[src/rtl/cpu_pkg.sv]
// Shared types and constants for the execute-stage hazard controller.
// Holds the controller FSM state encoding, the forwarding-select type and
// its three legal values, and the index of the hard-wired zero register.
package cpu_pkg;

    // XZR reads as zero and discards writes, so it never creates a dependency
    localparam int unsigned XZR         = 31;
    // Wide enough for a squash length of up to 3 cycles
    localparam int unsigned FLUSH_CNT_W = 2;

    typedef enum logic [1:0] {
        RUN   = 2'd0,
        STALL = 2'd1,
        FLUSH = 2'd2
    } hz_state_e;

    typedef logic [1:0] fwd_sel_t;

    localparam fwd_sel_t FWD_RF  = 2'b00;
    localparam fwd_sel_t FWD_WB  = 2'b01;
    localparam fwd_sel_t FWD_MEM = 2'b10;

endpackage

[src/rtl/ex_hazard_ctrl_if.sv]
// Pipeline <-> hazard controller bundle.
// master : pipeline side, drives the stage register indices / control bits
//          and receives forwarding selects and hold/flush/bubble controls.
// slave  : the hazard controller.
// Optional HAZ_STATS_EN adds the stall_cnt / flush_cnt statistics outputs.
interface ex_hazard_ctrl_if #(
    parameter int unsigned REG_W = 5
) ();
    import cpu_pkg::*;

    logic [REG_W-1:0] id_rn;
    logic [REG_W-1:0] id_rm;
    logic             id_use_rn;
    logic             id_use_rm;
    logic             id_use_flags;
    logic [REG_W-1:0] ex_rn;
    logic [REG_W-1:0] ex_rm;
    logic [REG_W-1:0] ex_rd;
    logic             ex_regwrite;
    logic             ex_memread;
    logic             ex_update;
    logic [REG_W-1:0] mem_rd;
    logic             mem_regwrite;
    logic [REG_W-1:0] wb_rd;
    logic             wb_regwrite;
    logic             br_taken;

    fwd_sel_t         fwd_a;
    fwd_sel_t         fwd_b;
    logic             pc_hold;
    logic             ifid_hold;
    logic             ifid_flush;
    logic             idex_bubble;
    logic             busy;
`ifdef HAZ_STATS_EN
    logic [31:0]      stall_cnt;
    logic [31:0]      flush_cnt;
`endif

    modport master (
        output id_rn, id_rm, id_use_rn, id_use_rm, id_use_flags,
        output ex_rn, ex_rm, ex_rd, ex_regwrite, ex_memread, ex_update,
        output mem_rd, mem_regwrite, wb_rd, wb_regwrite, br_taken,
        input  fwd_a, fwd_b, pc_hold, ifid_hold, ifid_flush, idex_bubble, busy
`ifdef HAZ_STATS_EN
        , input stall_cnt, flush_cnt
`endif
    );

    modport slave (
        input  id_rn, id_rm, id_use_rn, id_use_rm, id_use_flags,
        input  ex_rn, ex_rm, ex_rd, ex_regwrite, ex_memread, ex_update,
        input  mem_rd, mem_regwrite, wb_rd, wb_regwrite, br_taken,
        output fwd_a, fwd_b, pc_hold, ifid_hold, ifid_flush, idex_bubble, busy
`ifdef HAZ_STATS_EN
        , output stall_cnt, flush_cnt
`endif
    );

endinterface

[src/rtl/fwd_unit.sv]
// Combinational operand-forwarding select for one ALU operand.
// Ports: en (0 forces the regfile path), src (EX operand index),
//        mem_rd/mem_regwrite, wb_rd/wb_regwrite (producers), sel (result).
// MEM is the younger producer, so it wins over WB when both match.
module fwd_unit
    import cpu_pkg::*;
#(
    parameter int unsigned REG_W    = 5,
    parameter int unsigned ZERO_REG = XZR
) (
    input  logic             en,
    input  logic [REG_W-1:0] src,
    input  logic [REG_W-1:0] mem_rd,
    input  logic             mem_regwrite,
    input  logic [REG_W-1:0] wb_rd,
    input  logic             wb_regwrite,
    output fwd_sel_t         sel
);

    localparam logic [REG_W-1:0] ZR = REG_W'(ZERO_REG);

    logic mem_hit_c;
    logic wb_hit_c;

    assign mem_hit_c = mem_regwrite && (mem_rd == src) && (mem_rd != ZR);
    assign wb_hit_c  = wb_regwrite  && (wb_rd  == src) && (wb_rd  != ZR);

    always_comb begin
        sel = FWD_RF;
        if (en) begin
            if (mem_hit_c) begin
                sel = FWD_MEM;
            end else if (wb_hit_c) begin
                sel = FWD_WB;
            end
        end
    end

endmodule

[src/rtl/ex_hazard_ctrl.sv]
// Execute-stage hazard controller for the 5-stage LEGv8 pipeline.
// Ports: clk, reset (sync, active-high), hz (slave side of ex_hazard_ctrl_if):
//   forwarding selects fwd_a/fwd_b, PC / IF/ID hold, IF/ID flush,
//   ID/EX bubble and busy (FSM not in RUN).
// Optional feature macro HAZ_STATS_EN: saturating stall/flush cycle counters.
module ex_hazard_ctrl
    import cpu_pkg::*;
#(
    parameter int unsigned REG_W        = 5,
    parameter int unsigned ZERO_REG     = XZR,
    parameter int unsigned FLUSH_CYCLES = 1
) (
    input  logic             clk,
    input  logic             reset,
    ex_hazard_ctrl_if.slave  hz
);

    localparam logic [REG_W-1:0]       ZR         = REG_W'(ZERO_REG);
    localparam logic [FLUSH_CNT_W-1:0] FLUSH_LOAD = FLUSH_CNT_W'(FLUSH_CYCLES - 1);

    hz_state_e              state_q, state_d;
    logic [FLUSH_CNT_W-1:0] cnt_q, cnt_d;
    logic [FLUSH_CNT_W-1:0] cnt_next_c;

    logic lu_c;
    logic fh_c;
    logic fwd_en_c;
    logic pc_hold_c;
    logic ifid_hold_c;
    logic ifid_flush_c;
    logic idex_bubble_c;
    logic busy_c;

    // Operand forwarding, one compare unit per ALU operand
    assign fwd_en_c = ~reset;

    fwd_unit #(.REG_W(REG_W), .ZERO_REG(ZERO_REG)) u_fwd_a (
        .en           (fwd_en_c),
        .src          (hz.ex_rn),
        .mem_rd       (hz.mem_rd),
        .mem_regwrite (hz.mem_regwrite),
        .wb_rd        (hz.wb_rd),
        .wb_regwrite  (hz.wb_regwrite),
        .sel          (hz.fwd_a)
    );

    fwd_unit #(.REG_W(REG_W), .ZERO_REG(ZERO_REG)) u_fwd_b (
        .en           (fwd_en_c),
        .src          (hz.ex_rm),
        .mem_rd       (hz.mem_rd),
        .mem_regwrite (hz.mem_regwrite),
        .wb_rd        (hz.wb_rd),
        .wb_regwrite  (hz.wb_regwrite),
        .sel          (hz.fwd_b)
    );

    // Load-use: the LDUR in EX produces a register the ID instruction reads
    assign lu_c = hz.ex_memread && hz.ex_regwrite && (hz.ex_rd != ZR) &&
                  ((hz.id_use_rn && (hz.id_rn == hz.ex_rd)) ||
                   (hz.id_use_rm && (hz.id_rm == hz.ex_rd)));

    // Flags are written at the end of EX, so a B.cond right behind must wait
    assign fh_c = hz.id_use_flags && hz.ex_update;

    // State register
    always_ff @(posedge clk) begin
        if (reset) begin
            state_q <= RUN;
            cnt_q   <= '0;
        end else begin
            state_q <= state_d;
            cnt_q   <= cnt_d;
        end
    end

    // Next state and control outputs
    always_comb begin
        state_d       = state_q;
        cnt_d         = cnt_q;
        cnt_next_c    = '0;
        pc_hold_c     = 1'b0;
        ifid_hold_c   = 1'b0;
        ifid_flush_c  = 1'b0;
        idex_bubble_c = 1'b0;
        busy_c        = 1'b0;

        if (!reset) begin
            busy_c = (state_q != RUN);
            unique case (state_q)
                // The single stall cycle is over; the pipeline re-evaluates
                // exactly as in RUN, so a fresh hazard is still honoured.
                RUN, STALL: begin
                    if (hz.br_taken) begin
                        // Squash wins: the would-be stalled instr is wrong-path
                        ifid_flush_c  = 1'b1;
                        idex_bubble_c = 1'b1;
                        cnt_d         = FLUSH_LOAD;
                        state_d       = (FLUSH_LOAD != '0) ? FLUSH : RUN;
                    end else if (lu_c || fh_c) begin
                        pc_hold_c     = 1'b1;
                        ifid_hold_c   = 1'b1;
                        idex_bubble_c = 1'b1;
                        state_d       = STALL;
                    end else begin
                        state_d       = RUN;
                    end
                end
                FLUSH: begin
                    // Hazards are ignored here: the ID instruction is squashed
                    ifid_flush_c  = 1'b1;
                    idex_bubble_c = 1'b1;
                    cnt_next_c    = hz.br_taken ? FLUSH_LOAD
                                                : (cnt_q - FLUSH_CNT_W'(1));
                    cnt_d         = cnt_next_c;
                    state_d       = (cnt_next_c == '0) ? RUN : FLUSH;
                end
                default: begin
                    state_d = RUN;
                    cnt_d   = '0;
                end
            endcase
        end
    end

    assign hz.pc_hold     = pc_hold_c;
    assign hz.ifid_hold   = ifid_hold_c;
    assign hz.ifid_flush  = ifid_flush_c;
    assign hz.idex_bubble = idex_bubble_c;
    assign hz.busy        = busy_c;

`ifdef HAZ_STATS_EN
    logic [31:0] stall_cnt_q, stall_cnt_d;
    logic [31:0] flush_cnt_q, flush_cnt_d;

    // Saturating event counters
    always_comb begin
        stall_cnt_d = stall_cnt_q;
        flush_cnt_d = flush_cnt_q;
        if (pc_hold_c && (stall_cnt_q != 32'hFFFF_FFFF)) begin
            stall_cnt_d = stall_cnt_q + 32'd1;
        end
        if (ifid_flush_c && (flush_cnt_q != 32'hFFFF_FFFF)) begin
            flush_cnt_d = flush_cnt_q + 32'd1;
        end
    end

    always_ff @(posedge clk) begin
        if (reset) begin
            stall_cnt_q <= '0;
            flush_cnt_q <= '0;
        end else begin
            stall_cnt_q <= stall_cnt_d;
            flush_cnt_q <= flush_cnt_d;
        end
    end

    assign hz.stall_cnt = stall_cnt_q;
    assign hz.flush_cnt = flush_cnt_q;
`endif

endmodule
[src/flat_wrapper.sv]
// flat-port wrapper written by rule: the top's interface ports become plain ports
module ex_hazard_ctrl_flat import cpu_pkg::*;
#(
    parameter int unsigned REG_W        = 5,
    parameter int unsigned ZERO_REG     = XZR,
    parameter int unsigned FLUSH_CYCLES = 1
)
  (clk, reset, hz_id_rn, hz_id_rm, hz_id_use_rn, hz_id_use_rm, hz_id_use_flags, hz_ex_rn, hz_ex_rm, hz_ex_rd, hz_ex_regwrite, hz_ex_memread, hz_ex_update, hz_mem_rd, hz_mem_regwrite, hz_wb_rd, hz_wb_regwrite, hz_br_taken, hz_fwd_a, hz_fwd_b, hz_pc_hold, hz_ifid_hold, hz_ifid_flush, hz_idex_bubble, hz_busy);
  ex_hazard_ctrl_if #(.REG_W(REG_W)) hz_i ();
  input  logic clk;
  input  logic reset;
  input wire logic [$bits(hz_i.id_rn)-1:0] hz_id_rn;
  input wire logic [$bits(hz_i.id_rm)-1:0] hz_id_rm;
  input wire logic [$bits(hz_i.id_use_rn)-1:0] hz_id_use_rn;
  input wire logic [$bits(hz_i.id_use_rm)-1:0] hz_id_use_rm;
  input wire logic [$bits(hz_i.id_use_flags)-1:0] hz_id_use_flags;
  input wire logic [$bits(hz_i.ex_rn)-1:0] hz_ex_rn;
  input wire logic [$bits(hz_i.ex_rm)-1:0] hz_ex_rm;
  input wire logic [$bits(hz_i.ex_rd)-1:0] hz_ex_rd;
  input wire logic [$bits(hz_i.ex_regwrite)-1:0] hz_ex_regwrite;
  input wire logic [$bits(hz_i.ex_memread)-1:0] hz_ex_memread;
  input wire logic [$bits(hz_i.ex_update)-1:0] hz_ex_update;
  input wire logic [$bits(hz_i.mem_rd)-1:0] hz_mem_rd;
  input wire logic [$bits(hz_i.mem_regwrite)-1:0] hz_mem_regwrite;
  input wire logic [$bits(hz_i.wb_rd)-1:0] hz_wb_rd;
  input wire logic [$bits(hz_i.wb_regwrite)-1:0] hz_wb_regwrite;
  input wire logic [$bits(hz_i.br_taken)-1:0] hz_br_taken;
  output wire logic [$bits(hz_i.fwd_a)-1:0] hz_fwd_a;
  output wire logic [$bits(hz_i.fwd_b)-1:0] hz_fwd_b;
  output wire logic [$bits(hz_i.pc_hold)-1:0] hz_pc_hold;
  output wire logic [$bits(hz_i.ifid_hold)-1:0] hz_ifid_hold;
  output wire logic [$bits(hz_i.ifid_flush)-1:0] hz_ifid_flush;
  output wire logic [$bits(hz_i.idex_bubble)-1:0] hz_idex_bubble;
  output wire logic [$bits(hz_i.busy)-1:0] hz_busy;
  assign hz_i.id_rn = hz_id_rn;
  assign hz_i.id_rm = hz_id_rm;
  assign hz_i.id_use_rn = hz_id_use_rn;
  assign hz_i.id_use_rm = hz_id_use_rm;
  assign hz_i.id_use_flags = hz_id_use_flags;
  assign hz_i.ex_rn = hz_ex_rn;
  assign hz_i.ex_rm = hz_ex_rm;
  assign hz_i.ex_rd = hz_ex_rd;
  assign hz_i.ex_regwrite = hz_ex_regwrite;
  assign hz_i.ex_memread = hz_ex_memread;
  assign hz_i.ex_update = hz_ex_update;
  assign hz_i.mem_rd = hz_mem_rd;
  assign hz_i.mem_regwrite = hz_mem_regwrite;
  assign hz_i.wb_rd = hz_wb_rd;
  assign hz_i.wb_regwrite = hz_wb_regwrite;
  assign hz_i.br_taken = hz_br_taken;
  assign hz_fwd_a = hz_i.fwd_a;
  assign hz_fwd_b = hz_i.fwd_b;
  assign hz_pc_hold = hz_i.pc_hold;
  assign hz_ifid_hold = hz_i.ifid_hold;
  assign hz_ifid_flush = hz_i.ifid_flush;
  assign hz_idex_bubble = hz_i.idex_bubble;
  assign hz_busy = hz_i.busy;
  ex_hazard_ctrl #(.REG_W(REG_W), .ZERO_REG(ZERO_REG), .FLUSH_CYCLES(FLUSH_CYCLES)) u_core (.clk(clk), .reset(reset), .hz(hz_i));
endmodule
[config.mk]
export PLATFORM = sky130hd
export DESIGN_NAME = ex_hazard_ctrl_flat
export DESIGN_NICKNAME = d
export VERILOG_FILES = /design/src/rtl/cpu_pkg.sv /design/src/rtl/ex_hazard_ctrl_if.sv /design/src/rtl/fwd_unit.sv /design/src/rtl/ex_hazard_ctrl.sv /design/src/flat_wrapper.sv
export SDC_FILE = /design/constraint.sdc
export NUM_CORES = 1
export LEC_CHECK = 0
export BUFFER_PORTS_ARGS = -buffer_cell sky130_fd_sc_hd__buf_4
export CAP_MARGIN = 20
export CORE_MARGIN = 4
export CORE_UTILIZATION = 40
export CTS_CLUSTER_SIZE = 12
export DETAILED_ROUTE_END_ITERATION = 8
export GPL_TIMING_DRIVEN = 0
export PLACE_DENSITY = 0.85
export SYNTH_ARGS = -nofsm -noshare
export SYNTH_HDL_FRONTEND = slang
export SYNTH_SLANG_ARGS = --single-unit
[constraint.sdc]
create_clock -name clk -period 1.6 [get_ports clk]
set_input_delay 0.16 -clock clk [delete_from_list [all_inputs] [get_ports clk]]
set_output_delay 0.16 -clock clk [all_outputs]
set_load 0.005 [all_outputs]
**Yosys cells after proc, flatten, opt, wreduce, memory -nomap -nowiden**

Index checks and enable logic that the tools add are counted.

- Flip-flop bits (word level): 4
- Input port bits: 46
- Output and inout port bits: 9
- Word-level logic and storage cells: 59

- $add $sub $neg: 1
- Equal/unequal tests: 12
- Muxes and demuxes: 24
- Reduce and logical (&&, ||, !) cells: 20

Operators by type and width:

| kind | count |
|---|---|
| == test 5 bit | 6 |
| two-way mux 2 bit | 8 |
| inequality test 5 bit (second input constant) | 3 |
| logical AND 1 bit | 14 |
| two-way mux 1 bit | 12 |
| case mux 2 bit (2 select lines) | 2 |
| logical NOT 2 bit | 2 |
| case mux 1 bit (2 select lines) | 2 |
| == test 2 x 1 -> 1 bit (second input constant) | 1 |
| == test 2 bit (second input constant) | 1 |
| logical OR 1 bit | 2 |
| inequality test 2 bit (second input constant) | 1 |
| nonzero test 2 bit | 1 |
| OR reduction 2 bit | 1 |
| subtractor 2 x 1 -> 2 bit (second input constant) | 1 |

**Longest topological paths before layout**

Gate-level depths: netlist of the first run.

- Word-level depth: 9
- Mapped depth: 5
- Depth with buffers taken out: 4

**By module**

Synthesis of the first run repeated with hierarchy kept, for this count alone.

- Cell total of the unflattened synthesis: 86
- Area, all modules: 643.1 µm²

By module, submodules not included:

| module | instances | cells each | area an instance (µm²) | seq. area each (µm²) |
|---|---|---|---|---|
| ex_hazard_ctrl | 1 | 44 | 327.8 | 80.1 |
| fwd_unit | 2 | 21 | 157.7 | 0.0 |

**Least setup slack after synthesis of the first run**

Ideal clock, no wire load.

- Kind: in2out
- Start point: in hz_ex_rd[3]
- End point: out hz_pc_hold
- Arrival: 1053 ps
- Required time: 1440 ps
- Slack: 387 ps
- Cell stages on the path: 5
- Buffers on the path: 1
- Cells stage by stage: xor2_1 > nor4_2 > a32oi_1 > o21ai_1 > buf_4

- Cells in the longest elaborated chain, start to end: 9
- Elaborated cells on any way between the ends: 13
- Those cells by class: eq/ne: 3; mux: 4; reduce/logical: 6

Ends and longest elaborated chain:

| element | line | text |
|---|---|---|
| start, declared | flat_wrapper.sv:19 | `input wire logic [$bits(hz_i.ex_rd)-1:0] hz_ex_rd;` |
| == test 5 bit, on equally long branches | ex_hazard_ctrl.sv:59, ex_hazard_ctrl.sv:60 |  |
| logical AND 1 bit, on equally long branches | ex_hazard_ctrl.sv:59, ex_hazard_ctrl.sv:60 |  |
| logical OR 1 bit | ex_hazard_ctrl.sv:59 | `((hz.id_use_rn && (hz.id_rn == hz.ex_rd)) \|\|` |
| logical AND 1 bit (*) | ex_hazard_ctrl.sv:58 | `assign lu_c = hz.ex_memread && hz.ex_regwrite && (hz.ex_rd != ZR) &&` |
| logical OR 1 bit (*) | ex_hazard_ctrl.sv:99 | `end else if (lu_c \|\| fh_c) begin` |
| two-way mux 1 bit (*) (4 in series) | -- |  |
| end, declared | flat_wrapper.sv:30 | `output wire logic [$bits(hz_i.pc_hold)-1:0] hz_pc_hold;` |

Mark *: on every way between the ends. The rest lies on a longest branch, timed or not.

**Worst setup path after layout of the first run**

- Start point: in hz_ex_rd[3]
- End point: out hz_pc_hold

- Cells in the longest elaborated chain, start to end: 9
- Elaborated cells on any way between the ends: 13
- Those cells by class: eq/ne: 3; mux: 4; reduce/logical: 6

Ends and longest elaborated chain:

| element | line | text |
|---|---|---|
| == test 5 bit, on equally long branches | ex_hazard_ctrl.sv:59, ex_hazard_ctrl.sv:60 |  |
| logical AND 1 bit, on equally long branches | ex_hazard_ctrl.sv:59, ex_hazard_ctrl.sv:60 |  |
| logical OR 1 bit | ex_hazard_ctrl.sv:59 |  |
| logical AND 1 bit (*) | ex_hazard_ctrl.sv:58 |  |
| logical OR 1 bit (*) | ex_hazard_ctrl.sv:99 |  |
| two-way mux 1 bit (*) | ex_hazard_ctrl.sv:99 |  |
| two-way mux 1 bit (*) | ex_hazard_ctrl.sv:93 | `if (hz.br_taken) begin` |
| two-way mux 1 bit (*) | ex_hazard_ctrl.sv:89 | `unique case (state_q)` |
| two-way mux 1 bit (*) | ex_hazard_ctrl.sv:87 | `if (!reset) begin` |

Marks and branches as above.

==> results_dict.tcl, run 1 <==
set metrics [dict create \
    status "finished, final reports clean" \
    cts_root_buf "clkbuf_4" \
    clock-sinks 4 \
    seq_area_frac_synth_pct 12.9 \
    place_ws_ns 0.0779 \
    worst_pin_slew_ns 0.410 \
    antenna_found_initial 0 \
    ys_warn_count 0 \
    ys_ff_latch 4 \
    min_path_cells 2 \
    setup_viol 0 \
    grt_max_degree 11 \
    grt_usage_pct 19.6 \
    reg2reg_depth 3 \
    grt-ovfl-total 0 \
    synth_nets 131 \
    start_kind "input port" \
    r2r-start "u_core.state_q[1]$_SDFF_PP0_" \
    grt_pass1_vias 796 \
    syn_to_final_growth_pct 71.9 \
    cts_max_level 1 \
    drtAntennaViolNets 0 \
    die_h_um 47.5 \
    finalMaxSlewViolations 0 \
    min_period_over_period_pct 93.6 \
    viasPerCell 5.15 \
    worstPathArrival_ns 1.34 \
    reg2reg_to "u_core.cnt_q[0]$_SDFFE_PP0P_" \
    slew_headroom_pct 72.7 \
    power.density_nw_per_um2 423 \
    row_count 13 \
    fmax_mhz 668 \
    die_x_um 47.5 \
    globalplace.congestion 0.860 \
    worstHoldStart "hz_br_taken" \
    final_cells 156 \
    cp_max_fo 3 \
    tritoncts "done" \
    fin_area_um2 1070 \
    drt_first_iter_violations 4 \
    rsz0062_at_grt "false" \
    dieArea_um2 2250 \
    placed_cells 153 \
    p_leak_nw 0.484 \
    holdWs_ns 0.131 \
    hold_violations 0 \
    final_util_pct 77.5 \
    fin_nets 189 \
    wl_per_cell_um 13.6 \
    drc 0 \
    cts_made_buffers 3 \
    drv_cap 0 \
    period_minus_slack_ns 1.50 \
    crit_required_ns 1.44 \
    place_area_um2 1040 \
    hold_path_class "in -> reg" \
    crit_path_end_kind "output port" \
    crit_top_cell "buf_4" \
    fin_worst_skew_ns 0.00185 \
    num_antenna_cells 0 \
    syn_avg_cell_area_um2 7.33 \
    path_cells "buf_4 -> xor2_1 -> nor4_2 -> a32oi_1 -> o21ai_2 -> buf_4 -> buf_4" \
    grt_pass1_wl_mm 3.22 \
    core_area_um2 1380 \
    vdd_ir_drop_max_uv 188 \
    io_buffers 53 \
    clk_pin_slew_ns 0.04 \
    setup_ws_ns 0.102 \
    fin_total_pwr_mw 0.453 \
    setup-tns-final_ns 0 \
    drive_above_1_share_pct 43.3 \
    dp_hpwl_mm 1.92 \
    path_class "in -> out" \
    boundaryPins 55 \
    dr.pass1.iters 4 \
    slowest_stage "nor4_2" \
    postRouteWirelength_mm 2.12 \
    synthCells 85 \
    critPathMaxStageDelay_ns 0.26 \
    r2r_slack_ns 0.54 \
    ys_types 23 \
    start_util_pct 45.1 \
    syn-cell-area_um2 623 \
    clk_latency_ns 0.24 \
    vias 803 \
    cts.path.max_buffers 2 \
    hold_path_end "u_core.cnt_q[0]$_SDFFE_PP0P_" \
    nFillCells 104 \
    hold_buffers 0 \
]
## cell families after synthesis
logic type      count (synthesis)  synth area share (%)
xor+xnor                       30                  42.2
mux                             1                  1.81
buf+inv                         3                  2.41
simple gates                   35                  30.1
compound gates                 12                  10.6
flops                           4                  12.9
## cell type report
| type | instances | area [µm²] | share of cell area (%) |
|---|---|---|---|
| Multi-Input combinational cell | 78 | 537 | 50.1 |
| Timing Repair Buffer | 53 | 398 | 37.1 |
| Sequential cell | 4 | 80.1 | 7.48 |
| Clock buffer | 3 | 22.5 | 2.10 |
| Tap cell | 15 | 18.8 | 1.75 |
| Buffer | 2 | 11.3 | 1.05 |
| Inverter | 1 | 3.75 | 0.350 |
## repair_timing
action | in CTS | in global routing
endpoints found under the setup margin | 1 | 1
setup buffers | 0 | 0
resized for setup | 1 | 1
pin swaps | 0 | 2
## power breakdown
| part | switching, mW | internal, mW | leakage [nW] |
|---|---|---|---|
| registers | 0.000661 | 0.101 | 0.0323 |
| clock network | 0.0454 | 0.0842 | 0.0138 |
| logic | 0.0910 | 0.130 | 0.438 |
## synth_stat cells (all sizes together)
| cell type | instances | share of area [%] |
|---|---|---|
| a21oi | 3 | 2.4 |
| a31oi | 2 | 2.0 |
| a32oi | 1 | 1.4 |
| and2 | 1 | 1.0 |
| and3 | 2 | 2.0 |
| buf | 1 | 1.2 |
| clkbuf | 1 | 0.60 |
| dfxtp | 4 | 13 |
| inv | 1 | 0.60 |
| mux2 | 1 | 1.8 |
| nand2 | 4 | 2.4 |
| nand2b | 2 | 2.0 |
| nand3 | 7 | 5.6 |
| nand3b | 1 | 1.2 |
| nor2 | 4 | 2.4 |
| nor2b | 2 | 2.0 |
| nor3 | 8 | 6.4 |
| nor4 | 4 | 5.0 |
| o21ai | 6 | 4.8 |
| xnor2 | 12 | 17 |
| xor2 | 18 | 25 |
## worst max path at each step
stage                                 start          to  slack, ns  cells past startpoint
2_1_floorplan                   hz_ex_rd[3]  hz_pc_hold       0.39                      5
3_3_place_gp                    hz_ex_rd[3]  hz_pc_hold       0.07                      7
3_5_place_dp                    hz_ex_rd[3]  hz_pc_hold       0.08                      7
4_1_cts        u_core.state_q[1]$_SDFF_PP0_  hz_pc_hold       0.05                      5
5_1_grt                         hz_ex_rd[3]  hz_pc_hold       0.02                      7
6_report                        hz_ex_rd[3]  hz_pc_hold       0.10                      7
## registers in the layout, summed over array words and instances, names as in the netlist
signal / flops
u_core.state_q: 2
u_core.cnt_q: 2
## critical path, delay by kind of cell
family	cells	cell delay, ns
buf+inv	3	0.34
simple gates	1	0.26
compound gates	2	0.39
xor+xnor	1	0.17
## metal layers
layer | up-vias | track usage (%) | wire (µm)
met5 | - | 0 | 0
met4 | 0 | 7.73 | 27
met3 | 4 | 2.63 | 104
met2 | 27 | 37.4 | 1190
met1 | 362 | 21.4 | 796
li1 | 410 | - | -
## placed cells by master, fill, tap and decap left out
cell	Yosys	final
o21ai_2	0	1
o21ai_1	3	2
nor4_1	3	3
and2_0	1	1
nor4_2	1	1
nand3b_1	1	1
nand3_1	7	7
a21oi_1	3	3
clkbuf_4	0	3
a31oi_1	2	2
clkbuf_1	1	1
mux2_2	1	1
xor2_1	18	18
a32oi_1	1	1
nand2_1	4	4
o21ai_0	3	3
nor3_2	0	1
and3_1	2	2
dfxtp_1	4	4
nor2_1	4	4
inv_1	1	1
nor2b_1	2	2
xnor2_1	12	12
buf_4	1	54
nor3_1	8	7
nand2b_1	2	2
(Power assumes the default switching activity.)
==> inputs of run 2 (changes only) <==
CORE_UTILIZATION = 33   (was 40)
PLACE_DENSITY = 0.75   (was 0.85)
clock period = 1.35 ns   (was 1.6 ns; I/O delays follow)
==> run 2 against run 1 <==
Net effect:
- the run now ends with setup timing left
- wire length is 3.1% higher
- sequential power increased by 17%
- worst setup slack worse by 0.12 ns
- non-clock buffer count unchanged
- register-to-register slack worse by 0.11 ns
- global-route usage down 2.3 points
- design area is 8.1% higher
- cell count is 6.4% higher
- core utilization shrank 12 points
- clock skew is 0.0017 ns higher
- critical endpoint is now hz_idex_bubble
- largest power group unchanged
==> results_dict.tcl, run 2 (same netlist as run 1, synthesis figures left out) <==
set metrics [dict create \
    drv_cap 0 \
    worstHoldStart "hz_br_taken" \
    cts_root_buf "clkbuf_4" \
    finalMaxSlewViolations 0 \
    p_leak_nw 0.501 \
    reg2reg_depth 3 \
    start_util_pct 35.3 \
    setup-tns-final_ns -0.0173 \
    cp_top_family "buffers and inverters" \
    path_class "in -> out" \
    slew_headroom_pct 72.9 \
    fin_worst_skew_ns 0.00354 \
    clock-sinks 4 \
    mostFrequentLayoutCells "buf_4, xor2_1, xnor2_1" \
    r2r_slack_ns 0.43 \
    top_regs "u_core.cnt_q (2), u_core.state_q (2)" \
    vdd_ir_drop_max_uv 322 \
    reg2reg_to "u_core.cnt_q[0]$_SDFFE_PP0P_" \
    cts.path.max_buffers 2 \
    cts_made_buffers 3 \
    fin_nets 189 \
    hold_violations 0 \
    rsz0062_at_grt "true" \
    worstPathArrival_ns 1.23 \
    clk_latency_ns 0.24 \
    syn_to_final_growth_pct 85.7 \
    min_path_cells 2 \
    cts_max_level 1 \
    core_area_um2 1760 \
    antenna_found_initial 0 \
    setup_viol 1 \
    tritoncts "done" \
    status "finished with violations" \
    grt_max_degree 11 \
    globalplace.congestion 0.807 \
    cp.depth 7 \
    power.density_nw_per_um2 481 \
    boundaryPins 55 \
    min_period_over_period_pct 101 \
    cp_num_buf_inv 3 \
    layout_commonest_cell "buf_4" \
    fmax_mhz 731 \
    dp_hpwl_mm 1.87 \
    grt_pass1_vias 828 \
    num_antenna_cells 0 \
    slowest_stage "nor4_2" \
    dieArea_um2 2650 \
    cp_max_fo 2 \
    start_kind "input port" \
    fin_total_pwr_mw 0.557 \
    io_buffers 53 \
    violations "setup timing" \
    die_x_um 51.5 \
    drc 0 \
    die_h_um 51.5 \
    setup_ws_ns -0.0173 \
    clk_pin_slew_ns 0.03 \
    crit_path_end_kind "output port" \
    drt_first_iter_violations 8 \
    period_minus_slack_ns 1.37 \
    r2r-start "u_core.state_q[0]$_SDFF_PP0_" \
    viasPerCell 4.87 \
    critPathMaxStageDelay_ns 0.30 \
    vias 809 \
    grt_usage_pct 17.3 \
    worst_pin_slew_ns 0.407 \
    crit_required_ns 1.22 \
    row_count 15 \
    postRouteWirelength_mm 2.19 \
    hold_path_end "u_core.cnt_q[0]$_SDFFE_PP0P_" \
    wl_per_cell_um 13.2 \
    grt-ovfl-total 0 \
    path_cells "buf_6 -> xor2_1 -> nor4_2 -> a32oi_2 -> buf_4 -> o21ai_2 -> buf_4" \
    hold_path_class "in -> reg" \
    nFillCells 170 \
    crit_top_cell "buf_4" \
    drive_above_1_share_pct 49.6 \
    dr.pass1.iters 4 \
    grt_pass1_wl_mm 3.49 \
    drtAntennaViolNets 0 \
]
run 2: per-stage QoR:
stage | area [µm²] | instances | hold slack, ns | utilization, % | setup WS [ns]
2_1_floorplan | 623 | 85 | 0.211 | - | 0.187
3_3_place_gp | 1050 | 163 | 0.342 | 59.6 | -0.146
3_5_place_dp | 1050 | 163 | 0.347 | 59.6 | -0.154
4_1_cts | 1140 | 166 | 0.102 | 64.7 | -0.0239
5_1_grt | 1160 | 166 | 0.112 | 65.6 | -0.0621
6_report | 1160 | 166 | 0.105 | 65.6 | -0.0173
run 2: worst max-delay path by stage:
stage           startpoint             end  slack [ns]
2_1_floorplan  hz_ex_rd[3]      hz_pc_hold        0.19
3_3_place_gp   hz_ex_rd[3]      hz_pc_hold       -0.15
3_5_place_dp   hz_ex_rd[3]      hz_pc_hold       -0.15
4_1_cts        hz_id_rn[1]  hz_idex_bubble       -0.02
5_1_grt        hz_ex_rd[1]  hz_idex_bubble       -0.06
6_report       hz_id_rn[1]  hz_idex_bubble       -0.02
run 2: layer usage:
metal / part of all wire (%) / GRT usage (%) / vias up
li1: - / - / 409
met1: 37 / 20.1 / 365
met2: 55 / 31.1 / 29
met3: 5.9 / 2.92 / 6
met4: 2.2 / 6.55 / 0
met5: 0 / 0 / -
run 2: what timing repair did:
item                       CTS  global route
cloned                       0             0
pin swaps                    7             4
resized for setup           14             4
hold buffers                 0             0
setup buffers                1             0
setup endpoints to repair    4             5
run 2: power breakdown:
group	internal (mW)	total [mW]	switching, mW
Sequential	0.118	0.119	0.000936
Clock	0.0997	0.153	0.0536
Combinational	0.163	0.285	0.121
run 2: layout make-up:
cell class | count | area [µm²] | area share [%]
plain buffers | 1 | 3.75 | 0.324
inverters | 1 | 3.75 | 0.324
well taps | 25 | 31.3 | 2.70
clock buffers | 3 | 22.5 | 1.95
flip-flops and latches | 4 | 85.1 | 7.35
multi-input cells | 78 | 591 | 51.0
repair buffers | 54 | 420 | 36.3
==> inputs of run 3 (changes only) <==
TNS_END_PERCENT = 5   (was unset)
==> run 3 against run 2 <==
Net effect:
- the run still ends with setup timing left
- flip-flop and latch count did not move
- global-route usage fell by 0.18 points
- non-clock buffer count did not move
- clock power fell by 3%
- worst hold slack improved by 0.0087 ns
- critical endpoint unchanged
- highest routed layer unchanged
==> results_dict.tcl, run 3 (same netlist as run 1, synthesis figures left out) <==
set metrics [dict create \
    r2r-start "u_core.state_q[0]$_SDFF_PP0_" \
    globalplace.congestion 0.807 \
    fin_worst_skew_ns 0.00481 \
    min_period_over_period_pct 101 \
    clock-sinks 4 \
    antenna_found_initial 0 \
    boundaryPins 55 \
    row_count 15 \
    fmax_mhz 733 \
    hold_buffers 0 \
    drtAntennaViolNets 0 \
    layout_commonest_cell "buf_4" \
    p_seq_share_pct 21.8 \
    vdd_ir_drop_max_uv 310 \
    vias 800 \
    cts.path.max_buffers 2 \
    mostFrequentLayoutCells "buf_4, xor2_1, xnor2_1" \
    tritoncts "done" \
    core_area_um2 1760 \
    start_util_pct 35.3 \
    fin_nets 189 \
    dr.pass1.iters 6 \
    slowest_stage "nor4_2" \
    grt-ovfl-total 0 \
    num_antenna_cells 0 \
    placed_cells 163 \
    final_cells 166 \
    crit_top_cell "buf_4" \
    drc 0 \
    grt_max_degree 11 \
    combPwrFrac_pct 51.1 \
    setup_ws_ns -0.0149 \
    p_leak_nw 0.496 \
    top_regs "u_core.cnt_q (2), u_core.state_q (2)" \
    holdWs_ns 0.113 \
    die_h_um 51.5 \
    slew_headroom_pct 72.8 \
    dieArea_um2 2650 \
    drive_above_1_share_pct 48.9 \
    grt_pass1_wl_mm 3.45 \
    dp_hpwl_mm 1.87 \
    path_cells "buf_4 -> xor2_1 -> nor4_2 -> a32oi_2 -> buf_4 -> o21ai_2 -> buf_4" \
    crit_path_end_kind "output port" \
    grt_usage_pct 17.1 \
    nFillCells 173 \
    cts_max_level 1 \
    internal-power_mw 0.378 \
    die_x_um 51.5 \
    io_buffers 53 \
    postRouteWirelength_mm 2.18 \
    syn_to_final_growth_pct 82.5 \
    setup_viol 1 \
    start_kind "input port" \
    clk_latency_ns 0.24 \
    cp_top_family "buffers and inverters" \
    p_sw_mw 0.166 \
    period_minus_slack_ns 1.36 \
    worst_pin_slew_ns 0.409 \
    drt_first_iter_violations 11 \
    drv_cap 0 \
    violations "setup timing" \
    hold_path_class "in -> reg" \
    status "finished with violations" \
    clockPowerShare_pct 27.1 \
    wl_per_cell_um 13.2 \
    cp_num_buf_inv 3 \
    power.density_nw_per_um2 479 \
    p_sw_share_pct 30.6 \
    rsz0062_at_grt "true" \
    hold_violations 0 \
    clk_pin_slew_ns 0.03 \
    viasPerCell 4.82 \
    finalMaxSlewViolations 0 \
    path_class "in -> out" \
    worstHoldStart "hz_br_taken" \
    critPathMaxStageDelay_ns 0.28 \
    cp_max_fo 3 \
    cts_root_buf "clkbuf_4" \
    cts_made_buffers 3 \
    worstPathArrival_ns 1.23 \
    grt_pass1_vias 824 \
    cp-startpoint "hz_ex_rd[2]" \
    crit_required_ns 1.22 \
]
## run 3: what timing repair did
action,in CTS,in global routing
setup endpoints to repair,4,5
pin swaps,7,2
setup buffers,1,0
gates resized for setup,12,3
## run 3: area by class of cell
class | instances | area (µm²) | share of cell area, %
buffer | 1 | 3.75 | 0.330
timing repair buffer | 54 | 417 | 36.6
sequential | 4 | 85.1 | 7.48
tap | 25 | 31.3 | 2.75
inverter | 1 | 3.75 | 0.330
multi-input combinational | 78 | 574 | 50.5
clock buffer | 3 | 22.5 | 1.98
## run 3: power by group through the flow
stage / Combinational, mW / Sequential, mW / Clock [mW]
3_5_place_dp: 0.261 / 0.122 / 0
2_1_floorplan: 0.103 / 0.122 / 0
6_report: 0.278 / 0.119 / 0.148
4_1_cts: 0.276 / 0.119 / 0.157
3_3_place_gp: 0.254 / 0.122 / 0
5_1_grt: 0.302 / 0.119 / 0.165
## run 3: worst register-to-register path: stages (launching register included)
cell      delay (ns)
dfxtp_2         0.33
nand2b_4        0.15
mux2_2          0.26
nor3_1          0.11
## run 3: final timing paths
| kind | end | slack [ns] | cells after the start |
|---|---|---|---|
| worst max-delay path | hz_idex_bubble | -0.01 | 7 |
| worst min-delay path | u_core.cnt_q[0]$_SDFFE_PP0P_ | 0.11 | 2 |
| worst max register to register | u_core.cnt_q[0]$_SDFFE_PP0P_ | 0.43 | 3 |
| worst min register to register | u_core.state_q[1]$_SDFF_PP0_ | 0.52 | 2 |
## run 3: through the flow
stage	cell area [µm²]	TNS (ns)	utilization [%]	total power, mW	setup slack (ns)
3_5_place_dp	1050	-0.227	59.6	0.383	-0.154
3_3_place_gp	1050	-0.208	59.6	0.376	-0.146
6_report	1140	-0.0149	64.5	0.545	-0.0149
4_1_cts	1130	-0.0255	64.0	0.551	-0.0255
5_1_grt	1140	-0.199	64.5	0.586	-0.0653
2_1_floorplan	623	0	-	0.225	0.187
## run 3: layer usage
layer | wire length [µm] | track usage, % | vias to the layer above
met5 | 0 | 0 | -
met4 | 44 | 7.42 | 0
met3 | 103 | 3.21 | 4
met2 | 1200 | 30.7 | 27
met1 | 831 | 19.4 | 360
li1 | - | - | 409
